`config.mk`:
```
export PLATFORM = sky130hd
export DESIGN_NAME = cfg_tgate_mux
export DESIGN_NICKNAME = d
export VERILOG_FILES = /design/src/rtl/cfg_tgate_mux.sv
export SDC_FILE = /design/constraint.sdc
export NUM_CORES = 1
export LEC_CHECK = 0
export CAP_MARGIN = 20
export CORE_MARGIN = 1.5
export CORE_UTILIZATION = 40
export CTS_BUF_LIST = sky130_fd_sc_hd__clkbuf_8
export DETAILED_ROUTE_END_ITERATION = 10
export PLACE_DENSITY = 0.73
export RECOVER_POWER = 100
export SLEW_MARGIN = 30
export SYNTH_ARGS = -nofsm -noshare
export SYNTH_HDL_FRONTEND = slang
export SYNTH_SLANG_ARGS = --single-unit
```
`constraint.sdc`:
```
create_clock -name prog_clk -period 3.7 [get_ports prog_clk]
set_input_delay 0.74 -clock prog_clk [delete_from_list [all_inputs] [get_ports prog_clk]]
set_output_delay 0.74 -clock prog_clk [all_outputs]
set_load 0.05 [all_outputs]
```
`src/rtl/cfg_tgate_mux.sv`:
```
// cfg_tgate_mux: NUM_IN-way, DATA_W-bit routing mux whose one-hot select is
// shifted in on the configuration chain, checked for legality and committed
// to an active register. Optional feature macro: CFG_MUX_READBACK_EN (lets the
// active select be reloaded into the chain and shifted out on ccff_tail).
module cfg_tgate_mux #(
   parameter int unsigned NUM_IN  = 4,
   parameter int unsigned DATA_W  = 1,
   parameter bit          INV_OUT = 1'b0
) (
   input  logic                     prog_clk,
   input  logic                     prog_rstn,
   input  logic                     ccff_en,
   input  logic                     ccff_head,
   input  logic                     cfg_commit,
   input  logic                     cfg_readback,
   input  logic [NUM_IN*DATA_W-1:0] in,
   output logic                     ccff_tail,
   output logic [NUM_IN-1:0]        mem_out,
   output logic [NUM_IN-1:0]        mem_outb,
   output logic [DATA_W-1:0]        out,
   output logic                     cfg_valid,
   output logic                     cfg_err
);

   localparam int unsigned CNT_W = $clog2(NUM_IN + 1);
   localparam logic [CNT_W-1:0] CNT_FULL = CNT_W'(NUM_IN);
   localparam logic [CNT_W-1:0] CNT_ONE  = CNT_W'(1);

   typedef enum logic [1:0] {
      ST_IDLE,
      ST_LOADING,
      ST_LOADED
   } state_e;

   state_e              state_q, state_d;
   logic [NUM_IN-1:0]   sr_q, sr_d;
   logic [NUM_IN-1:0]   act_q, act_d;
   logic [CNT_W-1:0]    cnt_q, cnt_d;
   logic                valid_q, valid_d;
   logic                err_q, err_d;
   logic                sr_legal;
   logic                readback_go;
   logic [DATA_W-1:0]   mux_raw;

`ifndef CFG_MUX_READBACK_EN
   logic unused_readback;
   assign unused_readback = cfg_readback;
`endif

   // Legal select: zero or exactly one bit set.
   always_comb begin
      sr_legal = ((sr_q & (sr_q - NUM_IN'(1))) == '0);
   end

   // Next-state for chain, counter, FSM and committed select.
   always_comb begin
      state_d     = state_q;
      sr_d        = sr_q;
      act_d       = act_q;
      cnt_d       = cnt_q;
      valid_d     = valid_q;
      err_d       = err_q;
      readback_go = 1'b0;
`ifdef CFG_MUX_READBACK_EN
      readback_go = cfg_readback && (state_q == ST_IDLE);
`endif
      if (readback_go) begin
         // Readback wins over shift and commit in the same cycle.
         sr_d    = act_q;
         cnt_d   = CNT_FULL;
         state_d = ST_LOADED;
      end else begin
         // Commit is resolved first against the pre-shift sr; a simultaneous
         // shift then starts a fresh load from whatever state commit left.
         if (cfg_commit) begin
            if (state_q == ST_LOADED) begin
               if (sr_legal) begin
                  act_d   = sr_q;
                  valid_d = 1'b1;
                  err_d   = 1'b0;
               end else begin
                  act_d   = '0;
                  valid_d = 1'b0;
                  err_d   = 1'b1;
               end
               state_d = ST_IDLE;
               cnt_d   = '0;
            end else begin
               err_d = 1'b1;
            end
         end
         if (ccff_en) begin
            sr_d = {sr_q[NUM_IN-2:0], ccff_head};
            if (state_d == ST_IDLE) begin
               state_d = ST_LOADING;
               cnt_d   = CNT_ONE;
            end else if (cnt_d != CNT_FULL) begin
               cnt_d = cnt_d + CNT_ONE;
               if (cnt_d == CNT_FULL) begin
                  state_d = ST_LOADED;
               end
            end
         end
      end
   end

   // Configuration registers with synchronous active-low reset.
   always_ff @(posedge prog_clk) begin
      if (!prog_rstn) begin
         state_q <= ST_IDLE;
         sr_q    <= '0;
         act_q   <= '0;
         cnt_q   <= '0;
         valid_q <= 1'b0;
         err_q   <= 1'b0;
      end else begin
         state_q <= state_d;
         sr_q    <= sr_d;
         act_q   <= act_d;
         cnt_q   <= cnt_d;
         valid_q <= valid_d;
         err_q   <= err_d;
      end
   end

   // AND-OR select; an all-zero act yields zero instead of floating.
   always_comb begin
      mux_raw = '0;
      for (int unsigned i = 0; i < NUM_IN; i++) begin
         mux_raw = mux_raw | (in[i*DATA_W +: DATA_W] & {DATA_W{act_q[i]}});
      end
   end

   // Output stage; the if/else-if chain sends X or Z on a bit to 0.
   always_comb begin
      out = '0;
      for (int unsigned j = 0; j < DATA_W; j++) begin
         if (mux_raw[j]) begin
            out[j] = ~INV_OUT;
         end else if (!mux_raw[j]) begin
            out[j] = INV_OUT;
         end else begin
            out[j] = 1'b0;
         end
      end
   end

   assign ccff_tail = sr_q[NUM_IN-1];
   assign mem_out   = act_q;
   assign mem_outb  = ~act_q;
   assign cfg_valid = valid_q;
   assign cfg_err   = err_q;

endmodule

```
==> results_dict.tcl, run 1 <==
set metrics [dict create \
    dieArea_mm2 0.00222 \
    startpoint "in[2]" \
    finalNonFillerCells 132 \
    worst_pin_slew_ns 0.505 \
    yosysSeqAreaShare 0.386 \
    cp_top_family "buffers and inverters" \
    rsz0062_at_grt "false" \
    power_frac_comb 0.112 \
    track_usage 0.152 \
    netlist_area_um2 778 \
    clock.fmax_ghz 0.340 \
    power.density_mw_per_mm2 331 \
    synthDominantCellAreaShare 0.386 \
    p_seq_frac 0.500 \
    maxCapViolations 0 \
    path_cells "clkdlybuf4s50_1 > a22oi_1 > nand2_1 > dlygate4sd3_1" \
    grt_max_degree 15 \
    io_pins 22 \
    rows 15 \
    clk_latency_ns 0.25 \
    status "completed" \
    cts_tree "built" \
    grt_pass1_vias 566 \
    drtIter0Drc 4 \
    htreeDepth 1 \
    cp_slowest_stage_delay_ns 0.86 \
    start_util 0.436 \
    p_int_w 0.000261 \
    synth_area_per_cell_um2 8.95 \
    setup-violations-final 0 \
    holdWs_ns 0.466 \
    place_ws_ns 0.827 \
    cts_root_buf "clkbuf_8" \
    cp-endpoint "out" \
    drc 0 \
    hold_viol 0 \
    post-dp-hpwl_um 1080 \
    antenna_found_initial 0 \
    syn2layout_area_growth_pct 32.3 \
    via_per_inst 5.08 \
    overflow 0 \
    dp.cells 128 \
    die_y_um 47.1 \
    drive_gt1_frac 0.0467 \
    rrSetupSlack_ns 1.70 \
    n_fill_cell 161 \
    p_leak_nw 0.402 \
    p_sw_w 0.0000795 \
    placed_cell_area_um2 983 \
    clkPwrFrac 0.389 \
    ir_drop_v 0.000220 \
    worstPathArrival_ns 2.20 \
    synth_async_sr_flop_share 0 \
    cp_max_fo 1 \
    ys_types 29 \
    maxSlewHeadroom 0.662 \
    cts_buffer_depth 2 \
    diodes 0 \
    cts_buffers 3 \
    postRouteAntennaNets 0 \
    timing.rr.end "cnt_q[0]$_SDFF_PN0_" \
    syn_inst 87 \
    ys.warnings.count 0 \
    hp-class "reg2reg" \
    synth_edf_count 0 \
    fin_area_mm2 0.00103 \
    r2r_cells 7 \
    crit_slowest_cell "dlygate4sd3_1" \
    cp_num_cells 4 \
    dieWidth_um 47.1 \
    r2r_start "state_q[0]$_SDFF_PN0_" \
    final_cell_mix "dfxtp_1 (15), dlygate4sd3_1 (14), nand2_1 (8)" \
    coreArea_mm2 0.00178 \
    post_cts.repair.setup_buffers 0 \
    cts_hold_buf 0 \
    ys_ff_latch 15 \
    synth_nets 100 \
    finalSetupTns_ns 0 \
    switching_share 0.233 \
    cts_resized 0 \
    worstPathRequired_ns 2.96 \
    portBuffers 20 \
    hold_depth 2 \
    synth_ff_type "dfxtp_1" \
    synthTopCellsByArea "dfxtp_1 (39%), mux2i_1 (5.1%), ha_1 (4.8%)" \
    vias 670 \
    gp_congestion 0.810 \
    first_pass_iters 2 \
    worst_setup_path_end_kind "output port" \
    path_class "in2out" \
    grt_pass1_wl_um 2330 \
    clk_pin_slew_ns 0.06 \
    wl_per_cell_um 11.1 \
    critical_path_buf_inv_count 2 \
    worstSetupStartpointType "input port" \
    finalWorstPathRequiredPeriod_ns 2.94 \
    period_share 0.794 \
    final_common_cell "dfxtp_1" \
    clock_sinks 15 \
    setup_ws_ns 0.762 \
    finClkSkew_ns 0.00413 \
    synth_top_cell_by_area "dfxtp_1" \
    final_nets 121 \
    wl_um 1460 \
    drv_slew 0 \
]
-- state kept, by name, summed over array words and instances, names as in the netlist --
signal     count
mem_out        4
cnt_q          3
cfg_err        1
cfg_valid      1
state_q        2
sr_q           4
-- worst min-delay path: cells and delay by family, from the launching register on --
kind | cells | cell delay [ns]
flip-flops | 1 | 0.30
AO/OA/AOI/OAI | 1 | 0.06
AND/OR/NAND/NOR | 1 | 0.06
-- per-layer routing --
metal  global-route usage  part of all wire
met1                0.179              0.45
met2                0.244              0.46
met3               0.0269             0.059
met4                0.117             0.025
met5                    0                 0
-- cell families after synthesis --
logic type,Yosys count,share of synthesized area
simple gates,31,0.222
compound gates,22,0.211
buf+inv,11,0.0675
flops,15,0.386
mux,5,0.0659
fa+ha+maj,3,0.0482
-- power groups by stage --
stage | clock [W] | combinational, W | sequential, W
3_3_place_gp | 0 | 0.0000384 | 0.000174
2_1_floorplan | 0 | 0.0000223 | 0.000176
3_5_place_dp | 0 | 0.0000392 | 0.000174
5_1_grt | 0.000140 | 0.0000421 | 0.000171
6_report | 0.000132 | 0.0000381 | 0.000170
4_1_cts | 0.000136 | 0.0000395 | 0.000170
-- cells in the mapped netlist (all sizes together), types with 2 or more instances --
library cell	count
dfxtp	15
nand2	8
inv	7
a21boi	6
nor2b	6
nor2	5
mux2i	4
nand4b	4
o21ai	4
buf	3
ha	3
nand2b	3
a211oi	2
a22oi	2
a32oi	2
-- stage by stage --
| step | util | total power, W |
|---|---|---|
| 6_report | 0.578 | 0.000341 |
| 5_1_grt | 0.578 | 0.000353 |
| 4_1_cts | 0.578 | 0.000346 |
| 3_5_place_dp | 0.552 | 0.000213 |
| 3_3_place_gp | 0.552 | 0.000212 |
| 2_1_floorplan | - | 0.000198 |
-- area by class of cell --
type / instances / area (um^2) / share of cell area
Sequential cell: 15 / 300 / 0.292
Timing Repair Buffer: 20 / 200 / 0.194
Clock inverter: 1 / 5.00 / 0.00486
Multi-Input combinational cell: 61 / 425 / 0.413
Clock buffer: 3 / 41.3 / 0.0401
Tap cell: 25 / 31.3 / 0.0304
Inverter: 7 / 26.3 / 0.0255
-- worst min path at each step --
stage,startpoint,end,slack (ns)
floorplan,cnt_q[1]$_SDFF_PN0_,cnt_q[1]$_SDFF_PN0_,0.44
global placement,cnt_q[1]$_SDFF_PN0_,cnt_q[1]$_SDFF_PN0_,0.45
detailed placement,cnt_q[1]$_SDFF_PN0_,cnt_q[1]$_SDFF_PN0_,0.46
CTS,cnt_q[1]$_SDFF_PN0_,cnt_q[1]$_SDFF_PN0_,0.47
global route,cnt_q[1]$_SDFF_PN0_,cnt_q[1]$_SDFF_PN0_,0.49
finish,cnt_q[1]$_SDFF_PN0_,cnt_q[1]$_SDFF_PN0_,0.47
No activity file was read; power rests on OpenSTA's default activity.
==> inputs of run 2 (changes only) <==
==> constraint.sdc (replaced) <==
create_clock -name prog_clk -period 3.05 [get_ports prog_clk]
set_input_delay 0.61 -clock prog_clk [delete_from_list [all_inputs] [get_ports prog_clk]]
set_output_delay 0.61 -clock prog_clk [all_outputs]
set_load 0.05 [all_outputs]
==> run 2 against run 1 <==
  * Cell count grew 0.76%
  * Flip-flop and latch count stayed put
  * Highest routed layer unchanged
  * Critical endpoint unchanged
  * Register-to-register slack got worse by 0.51 ns
  * Critical path type unchanged
==> results_dict.tcl, run 2 (same netlist as run 1, synthesis figures left out) <==
set metrics [dict create \
    clock.fmax_ghz 0.373 \
    p_leak_nw 0.403 \
    maxCapViolations 0 \
    power_frac_comb 0.113 \
    finalWorstPathRequiredPeriod_ns 2.68 \
    cp_max_fo 1 \
    rrSetupSlack_ns 1.19 \
    grt_pass1_wl_um 2350 \
    path_class "in2out" \
    cts_resized 0 \
    htreeDepth 1 \
    grt_pass1_vias 548 \
    worst_setup_path_end_kind "output port" \
    placed_cell_area_um2 991 \
    path_cells "clkdlybuf4s50_1 > a22oi_1 > nand2_1 > dlygate4sd3_1" \
    drv_slew 0 \
    cts_buffer_depth 2 \
    holdWs_ns 0.472 \
    antenna_found_initial 0 \
    maxSlewHeadroom 0.663 \
    post-route-util 0.580 \
    coreArea_mm2 0.00178 \
    postRouteAntennaNets 0 \
    portBuffers 20 \
    start_util 0.436 \
    diodes 0 \
    worstSetupStartpointType "input port" \
    grt_max_degree 15 \
    clkPwrFrac 0.393 \
    vias 680 \
    clock_sinks 15 \
    finClkSkew_ns 0.00356 \
    clk_latency_ns 0.25 \
    r2r_start "state_q[0]$_SDFF_PN0_" \
    r2r_cells 7 \
    p_seq_frac 0.495 \
    switching_share 0.241 \
    final_cell_mix "dfxtp_1 (15), dlygate4sd3_1 (14), nand2_1 (8)" \
    wl_per_cell_um 11.8 \
    min_to "cnt_q[1]$_SDFF_PN0_" \
    crit_slowest_cell "dlygate4sd3_1" \
    drc 0 \
    rows 15 \
    status "completed" \
    setup_ws_ns 0.371 \
    first_pass_iters 4 \
    cts_hold_buf 0 \
    io_pins 22 \
    hold_depth 2 \
    final_common_cell "dfxtp_1" \
    cts_tree "built" \
    setup-violations-final 0 \
    gp_congestion 0.811 \
    cp_slowest_stage_delay_ns 0.86 \
    syn2layout_area_growth_pct 32.8 \
    period_share 0.878 \
    track_usage 0.154 \
    post_cts.repair.setup_buffers 0 \
    p_int_w 0.000317 \
    hold_viol 0 \
    worstPathArrival_ns 2.07 \
    rsz0062_at_grt "false" \
    final_nets 122 \
    wl_um 1570 \
    cts_root_buf "clkbuf_8" \
    worst_pin_slew_ns 0.504 \
    via_per_inst 5.11 \
    timing.rr.end "cnt_q[0]$_SDFF_PN0_" \
    hp-class "reg2reg" \
    dieWidth_um 47.1 \
    die_y_um 47.1 \
    fin_area_mm2 0.00103 \
    worstPathRequired_ns 2.44 \
    drive_gt1_frac 0.0463 \
    dieArea_mm2 0.00222 \
    cts_buffers 3 \
    finalSetupTns_ns 0 \
    post-dp-hpwl_um 1130 \
    ir_drop_v 0.000310 \
    drtIter0Drc 11 \
    place_ws_ns 0.436 \
    overflow 0 \
    power.density_mw_per_mm2 404 \
    p_sw_w 0.000101 \
    clk_pin_slew_ns 0.06 \
    min_from "cnt_q[1]$_SDFF_PN0_" \
]
-- run 2: cell count changes in the layout (fill, tap and decap cells not counted) --
| cell | previous run | this run |
|---|---|---|
| clkbuf_1 | 0 | 1 |
-- run 2: area by class of cell --
class | instances | area [um^2]
Sequential cell | 15 | 300
Tap cell | 25 | 31.3
Multi-Input combinational cell | 61 | 425
Clock buffer | 3 | 41.3
Timing Repair Buffer | 21 | 204
Clock inverter | 1 | 5.00
Fill cell | 158 | 749
Inverter | 7 | 26.3
-- run 2: how the worst max path moves through the flow --
stage	start	endpoint	slack, ns	cells after the start
4_1_cts	in[2]	out	0.43	4
3_3_place_gp	in[2]	out	0.44	4
6_report	in[2]	out	0.37	4
2_1_floorplan	cfg_commit	cnt_q[0]$_SDFF_PN0_	1.09	8
3_5_place_dp	in[2]	out	0.44	4
5_1_grt	in[2]	out	0.33	4
-- run 2: metrics by stage --
step | total power [W] | std cells
4_1_cts | 0.000421 | 133
3_5_place_dp | 0.000259 | 129
6_report | 0.000418 | 133
3_3_place_gp | 0.000257 | 129
5_1_grt | 0.000433 | 133
2_1_floorplan | 0.000241 | 87
-- run 2: worst max-delay path, delay by kind of cell --
family,cells,cell delay (ns)
buf+inv,2,1.31
compound gates,1,0.08
simple gates,1,0.06
-- run 2: power groups by stage --
stage	sequential [W]	combinational (W)	clock (W)
after global placement	0.000211	0.0000465	0
after CTS	0.000207	0.0000486	0.000166
after global routing	0.000207	0.0000511	0.000175
final	0.000207	0.0000470	0.000164
after detailed placement	0.000211	0.0000482	0
after floorplan	0.000213	0.0000271	0
-- run 2: metal layers --
layer / wire length [um] / GRT usage / up-vias / part of all wire
met4: 39 / 0.117 / 0 / 0.025
met5: 0 / 0 / - / 0
li1: - / - / 349 / -
met3: 81 / 0.0269 / 4 / 0.052
met1: 786 / 0.187 / 305 / 0.50
met2: 663 / 0.241 / 22 / 0.42
